File: src/rtl/mem_arbiter.sv
// Per-access arbiter that shares one single-port RAM between a CPU port and a DMA port.
// Sequences the RAM address, write and read-latency timing, then pulses one ack per access.
module mem_arbiter #(
    parameter int RD_LAT     = 1,
    parameter int STARVE_MAX = 4
) (
    input  logic        clk,
    input  logic        reset,
    input  logic        c_req,
    input  logic        c_we,
    input  logic        c_be,
    input  logic [15:0] c_addr,
    input  logic [15:0] c_wdata,
    output logic [15:0] c_rdata,
    output logic        c_ack,
    input  logic        d_req,
    input  logic        d_we,
    input  logic        d_be,
    input  logic [15:0] d_addr,
    input  logic [15:0] d_wdata,
    output logic [15:0] d_rdata,
    output logic        d_ack,
    input  logic [15:0] RAMout,
    output logic [15:0] RAMaddr,
    output logic [15:0] RAMin,
    output logic        we,
    output logic        be,
    output logic        owner,
    output logic        busy
);
    localparam int SW = $clog2(STARVE_MAX + 1);
    localparam logic [SW-1:0] STARVE_C = SW'(STARVE_MAX);
    localparam logic [2:0]    RD_LAT_C = 3'(RD_LAT);

    typedef enum logic [1:0] {S_IDLE, S_ACCESS, S_WAIT, S_ACK} state_t;

    state_t        state_q;
    logic [SW-1:0] starve_q;
    logic [2:0]    cnt_q;
    logic          lat_we_q;
    logic [15:0]   addr_q;
    logic [15:0]   wdata_q;
    logic [15:0]   c_rdata_q;
    logic [15:0]   d_rdata_q;
    logic          be_q;
    logic          we_q;
    logic          owner_q;
    logic          busy_q;
    logic          c_ack_q;
    logic          d_ack_q;
    logic          dma_win_d;

    // DMA takes the RAM when the CPU is idle or has starved it for STARVE_MAX grants.
    always_comb begin
        dma_win_d = 1'b0;
        if (d_req && (!c_req || (starve_q == STARVE_C))) begin
            dma_win_d = 1'b1;
        end else begin
            dma_win_d = 1'b0;
        end
    end

    // Access sequencer; every RAM-side and requester-side output is a register here.
    always_ff @(posedge clk) begin
        if (reset) begin
            state_q   <= S_IDLE;
            starve_q  <= '0;
            cnt_q     <= 3'd0;
            lat_we_q  <= 1'b0;
            addr_q    <= 16'h0000;
            wdata_q   <= 16'h0000;
            c_rdata_q <= 16'h0000;
            d_rdata_q <= 16'h0000;
            be_q      <= 1'b0;
            we_q      <= 1'b0;
            owner_q   <= 1'b0;
            busy_q    <= 1'b0;
            c_ack_q   <= 1'b0;
            d_ack_q   <= 1'b0;
        end else begin
            we_q    <= 1'b0;
            c_ack_q <= 1'b0;
            d_ack_q <= 1'b0;
            case (state_q)
                S_IDLE: begin
                    if (c_req || d_req) begin
                        owner_q  <= dma_win_d;
                        lat_we_q <= dma_win_d ? d_we : c_we;
                        we_q     <= dma_win_d ? d_we : c_we;
                        be_q     <= dma_win_d ? d_be : c_be;
                        addr_q   <= dma_win_d ? d_addr : c_addr;
                        wdata_q  <= dma_win_d ? d_wdata : c_wdata;
                        busy_q   <= 1'b1;
                        state_q  <= S_ACCESS;
                        if (dma_win_d || !d_req) begin
                            starve_q <= '0;
                        end else if (starve_q != STARVE_C) begin
                            starve_q <= starve_q + 1'b1;
                        end else begin
                            starve_q <= starve_q;
                        end
                    end else begin
                        starve_q <= '0;
                    end
                end
                S_ACCESS: begin
                    if (lat_we_q) begin
                        c_ack_q <= ~owner_q;
                        d_ack_q <= owner_q;
                        state_q <= S_ACK;
                    end else begin
                        cnt_q   <= 3'd1;
                        state_q <= S_WAIT;
                    end
                end
                S_WAIT: begin
                    // RAMout is valid in the cycle where the count reaches RD_LAT.
                    if (cnt_q == RD_LAT_C) begin
                        if (owner_q) begin
                            d_rdata_q <= RAMout;
                        end else begin
                            c_rdata_q <= RAMout;
                        end
                        c_ack_q <= ~owner_q;
                        d_ack_q <= owner_q;
                        state_q <= S_ACK;
                    end else begin
                        cnt_q <= cnt_q + 3'd1;
                    end
                end
                S_ACK: begin
                    busy_q  <= 1'b0;
                    state_q <= S_IDLE;
                end
                default: begin
                    busy_q  <= 1'b0;
                    state_q <= S_IDLE;
                end
            endcase
        end
    end

    assign RAMaddr = addr_q;
    assign RAMin   = wdata_q;
    assign we      = we_q;
    assign be      = be_q;
    assign owner   = owner_q;
    assign busy    = busy_q;
    assign c_rdata = c_rdata_q;
    assign d_rdata = d_rdata_q;
    assign c_ack   = c_ack_q;
    assign d_ack   = d_ack_q;

endmodule

File: config.mk
export PLATFORM = sky130hd
export DESIGN_NAME = mem_arbiter
export DESIGN_NICKNAME = d
export VERILOG_FILES = /design/src/rtl/mem_arbiter.sv
export SDC_FILE = /design/constraint.sdc
export NUM_CORES = 1
export LEC_CHECK = 0
export ABC_AREA = 0
export CAP_MARGIN = 0
export CELL_PAD_IN_SITES_DETAIL_PLACEMENT = 0
export CELL_PAD_IN_SITES_GLOBAL_PLACEMENT = 1
export CORE_ASPECT_RATIO = 1.2
export CORE_MARGIN = 5
export CORE_UTILIZATION = 27
export CTS_CLUSTER_DIAMETER = 50
export CTS_CLUSTER_SIZE = 14
export DETAILED_ROUTE_END_ITERATION = 8
export PLACE_DENSITY = 0.85
export SYNTH_ARGS = -nofsm -noshare
export SYNTH_HDL_FRONTEND = slang
export SYNTH_SLANG_ARGS = --single-unit
File: constraint.sdc
create_clock -name clk -period 1.55 [get_ports clk]
set_input_delay 0.465 -clock clk [delete_from_list [all_inputs] [get_ports clk]]
set_output_delay 0.465 -clock clk [all_outputs]
set_load 0.01 [all_outputs]
==> impl_metrics.ini <==
[cts]
clk_pin_slew_worst_paths_ns = 0.06
cts_buffer_depth = 2
cts-hold-fix-buffers = 0
cts_root_buffer = clkbuf_16
clock_latency_ns = 0.34
clock-sinks = 79
cts_htree_levels = 3
tritoncts = done
cts_buffers = 9

[routing]
post_drt_wl_per_cell_um = 16.8
ant_nets = 0
drc = 0
viasPerCell = 4.88
num_vias = 3691
drt_iter0_drc = 192
routed_wl_um = 12700
dr.pass1.iters = 5

[synthesis]
synth_cells = 412
yosysWarnings = 0
yosysSeqAreaShare_pct = 45.2
synth_area_per_cell_um2 = 8.49
yosys.cell_types.count = 38
async_reset_ff_share_pct = 0
netlist_area_mm2 = 0.00350
synth_nets = 509
synthFlopType = dfxtp_1
synth_edf_count = 0
synth_seq_cells = 79

[critical_path]
crit_fanout = 9
crit_path_end_kind = register
rrSetupSlack_ns = 0.02
path_class = register to register
worst-r2r-cell-count = 9
cp.required_ns = 1.80
crit_arrival_ns = 1.78
start_kind = register
reg2reg_to = RAMaddr[2]
reg2reg_from = starve_q[1]

[power_and_ir_drop]
pwr_density_cell_mw_per_mm2 = 1460
peakVddDrop_v = 0.000572
total_power_mw = 8.98
p_leak_nw = 2.51

[run]
cap_violations = 0

[sta]
rsz0062_at_grt = true
period_share_pct = 98.4
hold_viol_final = 0
tightest_slew_ns = 0.333
finalSetupViolCount = 0
min_period_ns = 1.53
maxSlewHeadroom_pct = 77.6
fmax_mhz = 656
fin_ws_ns = 0.0246
timing.final.max_slew_violations = 0
final.setup_skew_ns = 0.00894

[floorplanning]
core-area_mm2 = 0.0127
initial_core_util_pct = 27.6
die_y_um = 135
die_area_mm2 = 0.0153
fp.dieW_um = 114
rows = 45
ios = 158

[place]
routabilityCongestion = 0.786
place_ws_ns = -0.456
hpwl_um = 8540
numPortBuffers = 157

[hold_path]
hold_path_depth = 2
min_from = d_rdata[12]
whs_endpoint = d_rdata[12]
min_path_type = register to register

[outcome]
status = finished, final reports clean

[final_layout]
n_antenna_cell = 0
drive_gt1_share_pct = 23.8
area_delta_synth_final_pct = 76.0
fill_cells = 1226
nets = 684

[grt]
antenna_found_initial = 0
grt_max_degree = 46
grt_pass1_vias = 3819
grt_pass1_wl_um = 19500
grtUsageTotal_pct = 16.0
grt_overflow = 0
==> routing by layer <==
metal | GRT usage, % | part of all wire (%) | routed length, um | vias up
met3 | 5.83 | 8.3 | 1050 | 23
met5 | 0 | 0 | 0 | -
met2 | 27.8 | 50 | 6300 | 159
met4 | 5.21 | 2.4 | 308 | 0
li1 | - | - | - | 1775
met1 | 18.1 | 40 | 5040 | 1734
==> cell type report <==
cell class / count / area (um2) / area share [%]
Clock inverter: 3 / 42.5 / 0.691
Timing Repair Buffer: 199 / 2090 / 33.9
Inverter: 8 / 32.5 / 0.528
Tap cell: 164 / 205 / 3.33
Clock buffer: 13 / 250 / 4.06
Multi-Input combinational cell: 290 / 1950 / 31.6
Sequential cell: 79 / 1590 / 25.8
==> report_power, final <==
part	switching (mW)	total (mW)	internal, mW
clock network	0.816	2.11	1.29
registers	0.250	2.72	2.47
logic	2.11	4.15	2.04
==> how the worst max path moves through the flow <==
stage                start     endpoint  slack, ns  cells after the start
2_1_floorplan   state_q[0]  d_rdata[10]      0.007                      9
3_3_place_gp         c_req     RAMin[5]      -0.41                      7
3_5_place_dp         c_req     RAMin[6]      -0.46                      7
4_1_cts        starve_q[1]   RAMaddr[2]      -0.08                      8
5_1_grt        starve_q[1]     RAMin[1]      -0.12                      8
6_report       starve_q[1]   RAMaddr[2]       0.02                      9
==> metrics by stage <==
step           setup TNS, ns  instances  instance area, um2  utilization [%]  hold WS [ns]
3_5_place_dp          -16.00        728                5490             43.3         0.447
4_1_cts                -1.53        750                5900             46.6         0.449
2_1_floorplan              0        412                3510                -         0.449
5_1_grt                -1.12        756                6160             48.6         0.462
6_report                   0        756                6160             48.6         0.449
3_3_place_gp          -15.29        728                5490             43.3         0.443
==> layout by cell type (no fill, tap or decap), types with 2 or more instances in the layout <==
cell	instances
clkdlybuf4s50_1	84
dfxtp_1	75
dlygate4sd2_1	71
nand2_1	68
nor2_1	43
nor3_1	40
a21oi_1	35
nor4_2	31
nor3_2	26
buf_4	17
buf_12	12
clkbuf_16	11
buf_6	8
ha_1	5
inv_2	4
inv_1	3
nor2_2	3
ha_4	3
clkbuf_1	3
buf_16	3
dfxtp_2	3
nand2b_1	2
a22oi_2	2
nand4b_1	2
nor2b_4	2
mux2i_1	2
o21ai_1	2
nor4_1	2
==> logic make-up (layout without fill, tap and decap cells) <==
kind of cell             after synthesis  after routing  synth area share [%]
buffers and inverters                 43            223                  6.04
flip-flops                            79             79                  45.2
AO/OA/AOI/OAI                         49             49                  8.15
adder cells (fa/ha/maj)                9              9                  3.22
XOR/XNOR                               2              2                 0.501
multiplexers                           3              3                 0.858
AND/OR/NAND/NOR                      227            227                  36.0
==> synth_stat cells, drive strengths merged, types with 2 or more instances <==
cell	n	share of area (%)
nor3	67	9.6
nor4	33	11
nand4b	2	0.50
buf	23	3.9
inv	8	0.86
nor2b	3	0.54
nand2b	3	0.54
nor2	46	5.1
a22oi	2	0.43
clkbuf	12	1.3
a21oi	35	5.0
dfxtp	79	45
nand2	68	7.3
ha	9	3.2
mux2i	3	0.86
o21ai	4	0.68
==> sequential cells by signal (all words and copies together) (netlist names) <==
signal	flops
we	1
RAMaddr	16
be	1
RAMin	16
state_q	2
c_rdata	16
cnt_q	3
c_ack	1
d_rdata	16
busy	1
owner	1
lat_we_q	1
starve_q	3
d_ack	1
==> worst max-delay path, cell delays in order, from the launching register on <==
cell	delay [ns]
dfxtp_2	0.33
inv_2	0.07
ha_4	0.13
a21boi_2	0.05
buf_4	0.14
nor2b_4	0.14
buf_12	0.14
buf_16	0.14
nor3_1	0.06
nor4_2	0.24
==> repair_timing <==
action | in CTS | in global routing
endpoints found under the setup margin | 105 | 71
cloned | 5 | 2
resized for setup | 86 | 52
pin swaps | 2 | 34
buffers inserted | 1 | 6
No activity file was read; power rests on OpenSTA's default activity.
==> edit 1 (same settings) <==
The 4 states of `state_t` get a Gray code encoding in 2 bits.
--- a/src/rtl/mem_arbiter.sv
+++ b/src/rtl/mem_arbiter.sv
@@ -34,3 +34,3 @@
 
-    typedef enum logic [1:0] {S_IDLE, S_ACCESS, S_WAIT, S_ACK} state_t;
+    typedef enum logic [1:0] {S_IDLE = 2'b00, S_ACCESS = 2'b01, S_WAIT = 2'b11, S_ACK = 2'b10} state_t;
 
Formal check against the unedited RTL: same outputs for any inputs over 4 cycles, from zero or initial values and one cycle with reset high; so few cycles prove little.
==> edit 1 against the original RTL <==
The run now ends with negative setup slack left. Final area rose by 10%. Wire length is 14% higher. Count of clock-buffer cells in the layout shrank 4. Area after synthesis increased by 19%. Via count is 12% higher. Setup slack got worse by 84 ps. Sequential share of layout area decreased by 2.5 points. Sequential cell count is the same. Fmax down 5.2%. Critical endpoint is now RAMin[5]$_SDFFE_PP0P_.
Power is not compared: it rests on default switching activity, and its combinational part moved more than twofold at a synthesized area within 25%.
==> edit 1: results (changes against the original RTL) <==
Synth
  • Compound-gate portion of the synthesized area: 33.5% (was 8.15%)
  • Mux cell area share after synthesis: 0.241% (was 0.858%)
  • Most used DFF post-synth: dfxtp_1 (unchanged)
  • Xor/xnor share of the synthesized area: 0% (was 0.501%)
  • Synth area leaders: dfxtp_1 (38%), a2111oi_4 (13%), a21oi_1 (8.8%) (was dfxtp_1 (45%), nor4_2 (11%), nor3_1 (9.6%))
  • Sequential share of the synthesized area: 38.1% (was 45.2%)
  • Ys Warns: 0 (unchanged)
  • Synth cell count leaders: dfxtp_1 (79), a21oi_1 (73), nor4_1 (57) (was dfxtp_1 (79), nand2_1 (68), nor3_1 (67))
  • Syn Nets: 517 (was 509)
  • Netlist cell types: 41 (was 38)
  • Async S/R FF share, synth: 0% (unchanged)
  • Post-Synth Adder-Cell Area: 1.21% (was 3.22%)

Timing
  • Final setup violating endpoints: 19 (was 0)
  • Setup_tns: -402 ps (was 0 ps)
  • Post-route worst setup slack: -59.6 ps (was 24.6 ps)
  • Skew final: 6.98 ps (was 8.94 ps)
  • Worst Tran Pin Value: 502 ps (was 333 ps)

Routing
  • Final WL: 14,500 um (was 12,700 um)
  • First drt pass iteration count: 4 (was 5)
  • Drt drc: 0 (unchanged)
  • Via/cell ratio: 5.23 (was 4.88)
  • 1st-iter DRT viols: 262 (was 192)

Place
  • Final GP Congestion: 0.800 (was 0.786)
  • DP Wirelength: 9780 um (was 8540 um)
  • Setup WS pre-CTS: -544 ps (was -456 ps)
  • Placement Cell Area: 6130 sq um (was 5490 sq um)

Final layout
  • Nets: 676 (was 684)
  • Fraction of layout cells with a size suffix above 1: 23.2% (was 23.8%)
  • Ant. Diodes: 0 (unchanged)

Setup path
  • Worst Path Max Fanout: 6 (was 9)
  • Data arrival time of the critical path: 1850 ps (was 1780 ps)

Global route
  • Initial antenna violation count: 0 (unchanged)
  • First-pass GRT wire length: 22,400 um (was 19,500 um)
  • Largest net degree at the start of global routing: 40 (was 46)
  • Vias in the first global route: 4,242 (was 3,819)
  • Overall routing resource usage: 15.3% (was 16.0%)

CTS
  • Worst-Skew Late Latency: 330 ps

Power and ir drop
  • Maximum VDD drop: 0.000473 V

Run status
  • Failing checks: negative setup slack
  • Status: finished, violations left (was completed)

Hold path
  • Worst hold path type: flop to flop (unchanged)
-- edit 1: changes by cell type in the layout (fill, tap and decap cells not counted), moves of 5 or more --
cell / before / now
o21ai_0: 1 / 35
buf_4: 17 / 24
nand3_1: 0 / 35
nor2_1: 43 / 3
nor3_2: 26 / 0
nor4_2: 31 / 26
nand2_1: 68 / 5
nor4_1: 2 / 40
nor3_1: 40 / 0
a2111oi_4: 0 / 32
a21oi_1: 35 / 73
-- edit 1: what timing repair did --
| item | 4_1_cts | 5_1_grt |
|---|---|---|
| endpoints found under the setup margin | 104 | 36 |
| cloned | 2 | 3 |
| pin swaps | 59 | 21 |
| buffers inserted | 5 | 3 |
| gates resized for setup | 89 | 25 |
-- edit 1: logic make-up after synthesis --
family          after synthesis
fa+ha+maj                     4
flops                        79
simple gates                125
mux                           1
buf+inv                      64
compound gates              152
-- edit 1: path summary, 6_finish.rpt --
check	startpoint	end	slack, ps	cells after the start
setup / recovery	starve_q[1]$_SDFFE_PP0P_	RAMin[5]$_SDFFE_PP0P_	-60	9
hold / removal	d_rdata[15]$_SDFFE_PP0P_	d_rdata[15]$_SDFFE_PP0P_	470	2
setup reg to reg	starve_q[1]$_SDFFE_PP0P_	RAMin[5]$_SDFFE_PP0P_	-60	9
hold reg to reg	d_rdata[15]$_SDFFE_PP0P_	d_rdata[15]$_SDFFE_PP0P_	470	2
-- edit 1: worst max-delay path, cell delays in order (launching register included) --
cell       delay, ps
dfxtp_2          340
inv_2             50
ha_4             170
buf_6            110
a21boi_4         150
buf_12           140
buf_8            100
clkbuf_16        150
nor4_4            40
nor4_1           260
-- edit 1: per-stage QoR --
stage,std cells,hold slack (ps)
floorplan,425,449
global placement,766,461
detailed placement,766,466
CTS,787,471
global route,791,497
finish,791,468
-- edit 1: metal layers --
layer	share of wire [%]	wire length (um)	track usage, %	vias to the layer above
li1	-	-	-	1968
met1	42	6030	19.0	1961
met2	48	6990	24.9	181
met3	8.4	1220	5.33	25
met4	2.0	285	4.65	0
met5	0	0	0	-
-- edit 1: power breakdown --
| part | internal (mW) | leakage (nW) | switching, mW |
|---|---|---|---|
| sequential | 2.18 | 0.648 | 0.0851 |
| combinational | 0.825 | 1.63 | 0.890 |
| clock | 1.38 | 0.151 | 0.805 |
-- edit 1: area by class of cell --
type	instances	area, sq um
clock buffers	9	225
clock inverters	5	75.1
fillers	1420	8230
inverters	8	30.0
multi-input cells	282	2530
flip-flops and latches	79	1590
well taps	204	255
repair buffers	204	2090
==> edit 2 (config.mk and constraints unchanged) <==
Made on the original files. The parameter `STARVE_MAX` goes from 4 to 16.
--- a/src/rtl/mem_arbiter.sv
+++ b/src/rtl/mem_arbiter.sv
@@ -4,3 +4,3 @@
     parameter int RD_LAT     = 1,
-    parameter int STARVE_MAX = 4
+    parameter int STARVE_MAX = 16
 ) (
Check against the original RTL: no difference found for any inputs over 4 cycles, from zero or initial values and one cycle with reset high; that may be too few to reach the edited logic, so the function may still have changed.
==> edit 2 against the original RTL <==
The flow now finishes with violations (negative setup slack). Area after synthesis rose by 2.5%. Wire length grew 3.0%. Power grew 2.8%. Setup slack got worse by 38 ps. Non-clock buffer count stayed put. Final area increased by 2.7%. Sequential cell count is 2 higher.
==> edit 2: results (changes against the original RTL) <==
Timing
  • Final setup violating endpoints: 3 (was 0)
  • Setup_tns: -25.5 ps (was 0 ps)
  • Skew final: 4.91 ps (was 8.94 ps)
  • Post-route worst setup slack: -13.5 ps (was 24.6 ps)
  • Headroom to the max-slew limit: 73.3% (was 77.6%)

Place
  • DP Wirelength: 8240 um (was 8540 um)
  • Final GP Congestion: 0.795 (was 0.786)
  • IO Port Bufs: 157 (unchanged)

Synth
  • Sequential share of the synthesized area: 45.2% (about the same)
  • Async S/R FF share, synth: 0% (unchanged)
  • Syn Nets: 522 (was 509)
  • Synth cell count leaders: nor2_1 (105), dfxtp_1 (81), nand2_1 (70) (was dfxtp_1 (79), nand2_1 (68), nor3_1 (67))
  • Synth area leaders: dfxtp_1 (45%), nor2_1 (11%), nor4_2 (10%) (was dfxtp_1 (45%), nor4_2 (11%), nor3_1 (9.6%))
  • Netlist cell types: 40 (was 38)

Routing
  • WL per Instance: 16.7 um (was 16.8 um)
  • Vias: 3,716 (was 3,691)
  • 1st-iter DRT viols: 130 (was 192)
  • First drt pass iteration count: 4 (was 5)

Setup path
  • Worst path slowest cell: dfxtp_2 (unchanged)
  • Slowest cell delay on critical path: 320 ps
  • Crit Reg-Reg Startpoint: starve_q[0]$_SDFFE_PP0P_ (was starve_q[1]$_SDFFE_PP0P_)
  • Worst Path Max Fanout: 8 (was 9)
  • Data arrival time of the critical path: 1780 ps (about the same)
  • Reg2Reg Depth: 8 (was 9)
  • Critical path capture point: RAMin[8]$_SDFFE_PP0N_ (was RAMaddr[2]$_SDFFE_PP0P_)

CTS
  • Worst-Skew Late Latency: 330 ps
  • H-tree depth: 3 (unchanged)
  • Max Root-Sink Buffers: 2 (unchanged)
  • Clk root buf: clkbuf_16 (unchanged)
  • Clock slew at reported path FFs: 60 ps (about the same)
  • Num CTS Buffers: 9 (unchanged)

Power and ir drop
  • Maximum VDD drop: 0.000569 V (was 0.000572 V)
  • P_leak: 2.61 nW (was 2.51 nW)

Global route
  • Vias in the first global route: 3,863 (was 3,819)
  • Initial antenna violation count: 0 (unchanged)
  • Largest net degree at the start of global routing: 47 (was 46)
  • First-pass GRT wire length: 19,000 um (was 19,500 um)
  • Overall routing resource usage: 15.2% (was 16.0%)

Hold path
  • Hold depth: 2 (unchanged)
  • Worst hold path type: primary input to flop (was flop to flop)

Run status
  • Status: finished, violations left (was completed)
  • Failing checks: negative setup slack

Final layout
  • Nets: 705 (was 684)
  • Fraction of layout cells with a size suffix above 1: 24.3% (was 23.8%)
==> edit 2: worst min-delay path by stage <==
| stage | slack, ps | startpoint | end |
|---|---|---|---|
| floorplan | 470 | cnt_q[1]$_SDFFE_PP0P_ | cnt_q[1]$_SDFFE_PP0P_ |
| global placement | 440 | c_rdata[0]$_SDFFE_PP0P_ | c_rdata[0]$_SDFFE_PP0P_ |
| detailed placement | 450 | c_rdata[9]$_SDFFE_PP0P_ | c_rdata[9]$_SDFFE_PP0P_ |
| CTS | 360 | reset | c_ack$_SDFF_PP0_ |
| global route | 360 | reset | c_ack$_SDFF_PP0_ |
| finish | 370 | reset | c_ack$_SDFF_PP0_ |
==> edit 2: cells by family (layout without fill, tap and decap cells) <==
group                    count (synthesis)  in the layout  share of synthesized area (%)
multiplexers                             2              2                          0.558
AND/OR/NAND/NOR                        238            238                           35.2
AO/OA/AOI/OAI                           57             57                           9.49
XOR/XNOR                                 1              1                          0.244
buffers and inverters                   37            225                           6.18
adder cells (fa/ha/maj)                  9              9                           3.14
flip-flops                              81             81                           45.2
==> edit 2: report_power, final <==
part	switching, mW	total [mW]	leakage (nW)	internal, mW
logic	2.06	4.17	1.79	2.11
registers	0.226	2.73	0.665	2.50
clock network	0.830	2.33	0.157	1.50
==> edit 2: metrics by stage <==
stage | instances | cell area [sq um] | power, mW | util (%) | worst slack, ps
finish | 781 | 6330 | 9.23 | 48.2 | -13.5
global route | 781 | 6330 | 9.73 | 48.2 | -82.5
CTS | 767 | 5890 | 8.75 | 44.9 | -53.0
detailed placement | 745 | 5460 | 6.14 | 41.6 | -416
global placement | 745 | 5460 | 6.01 | 41.6 | -384
floorplan | 425 | 3590 | 4.60 | - | 1.64
==> edit 2: worst max-delay path, delay by kind of cell, from the launching register on <==
family                     cells  cell delay (ps)
and+or+nand+nor                3              300
buffers and inverters          3              420
adders and majority gates      1              130
AOI/OAI and AO/OA              1              260
DFF                            1              320
==> edit 2: timing repair <==
item / CTS / global route
cloned: 4 / 6
gates resized for setup: 90 / 65
setup endpoints to repair: 140 / 71
pin swaps: 4 / 10
buffers inserted: 2 / 8
==> edit 2: layer usage <==
metal,wire [um],share of wire (%),global-route usage (%)
met1,5180,40,16.3
met2,6330,48,26.0
met3,1280,9.8,6.14
met4,288,2.2,6.91
met5,0,0,0
==> edit 2: cell type report <==
type | instances | area (sq um)
Clock inverter | 2 | 60.1
Multi-Input combinational cell | 307 | 1990
Fill cell | 1246 | 6790
Clock buffer | 14 | 264
Inverter | 10 | 40.0
Sequential cell | 81 | 1630
Tap cell | 168 | 210
Timing Repair Buffer | 199 | 2130
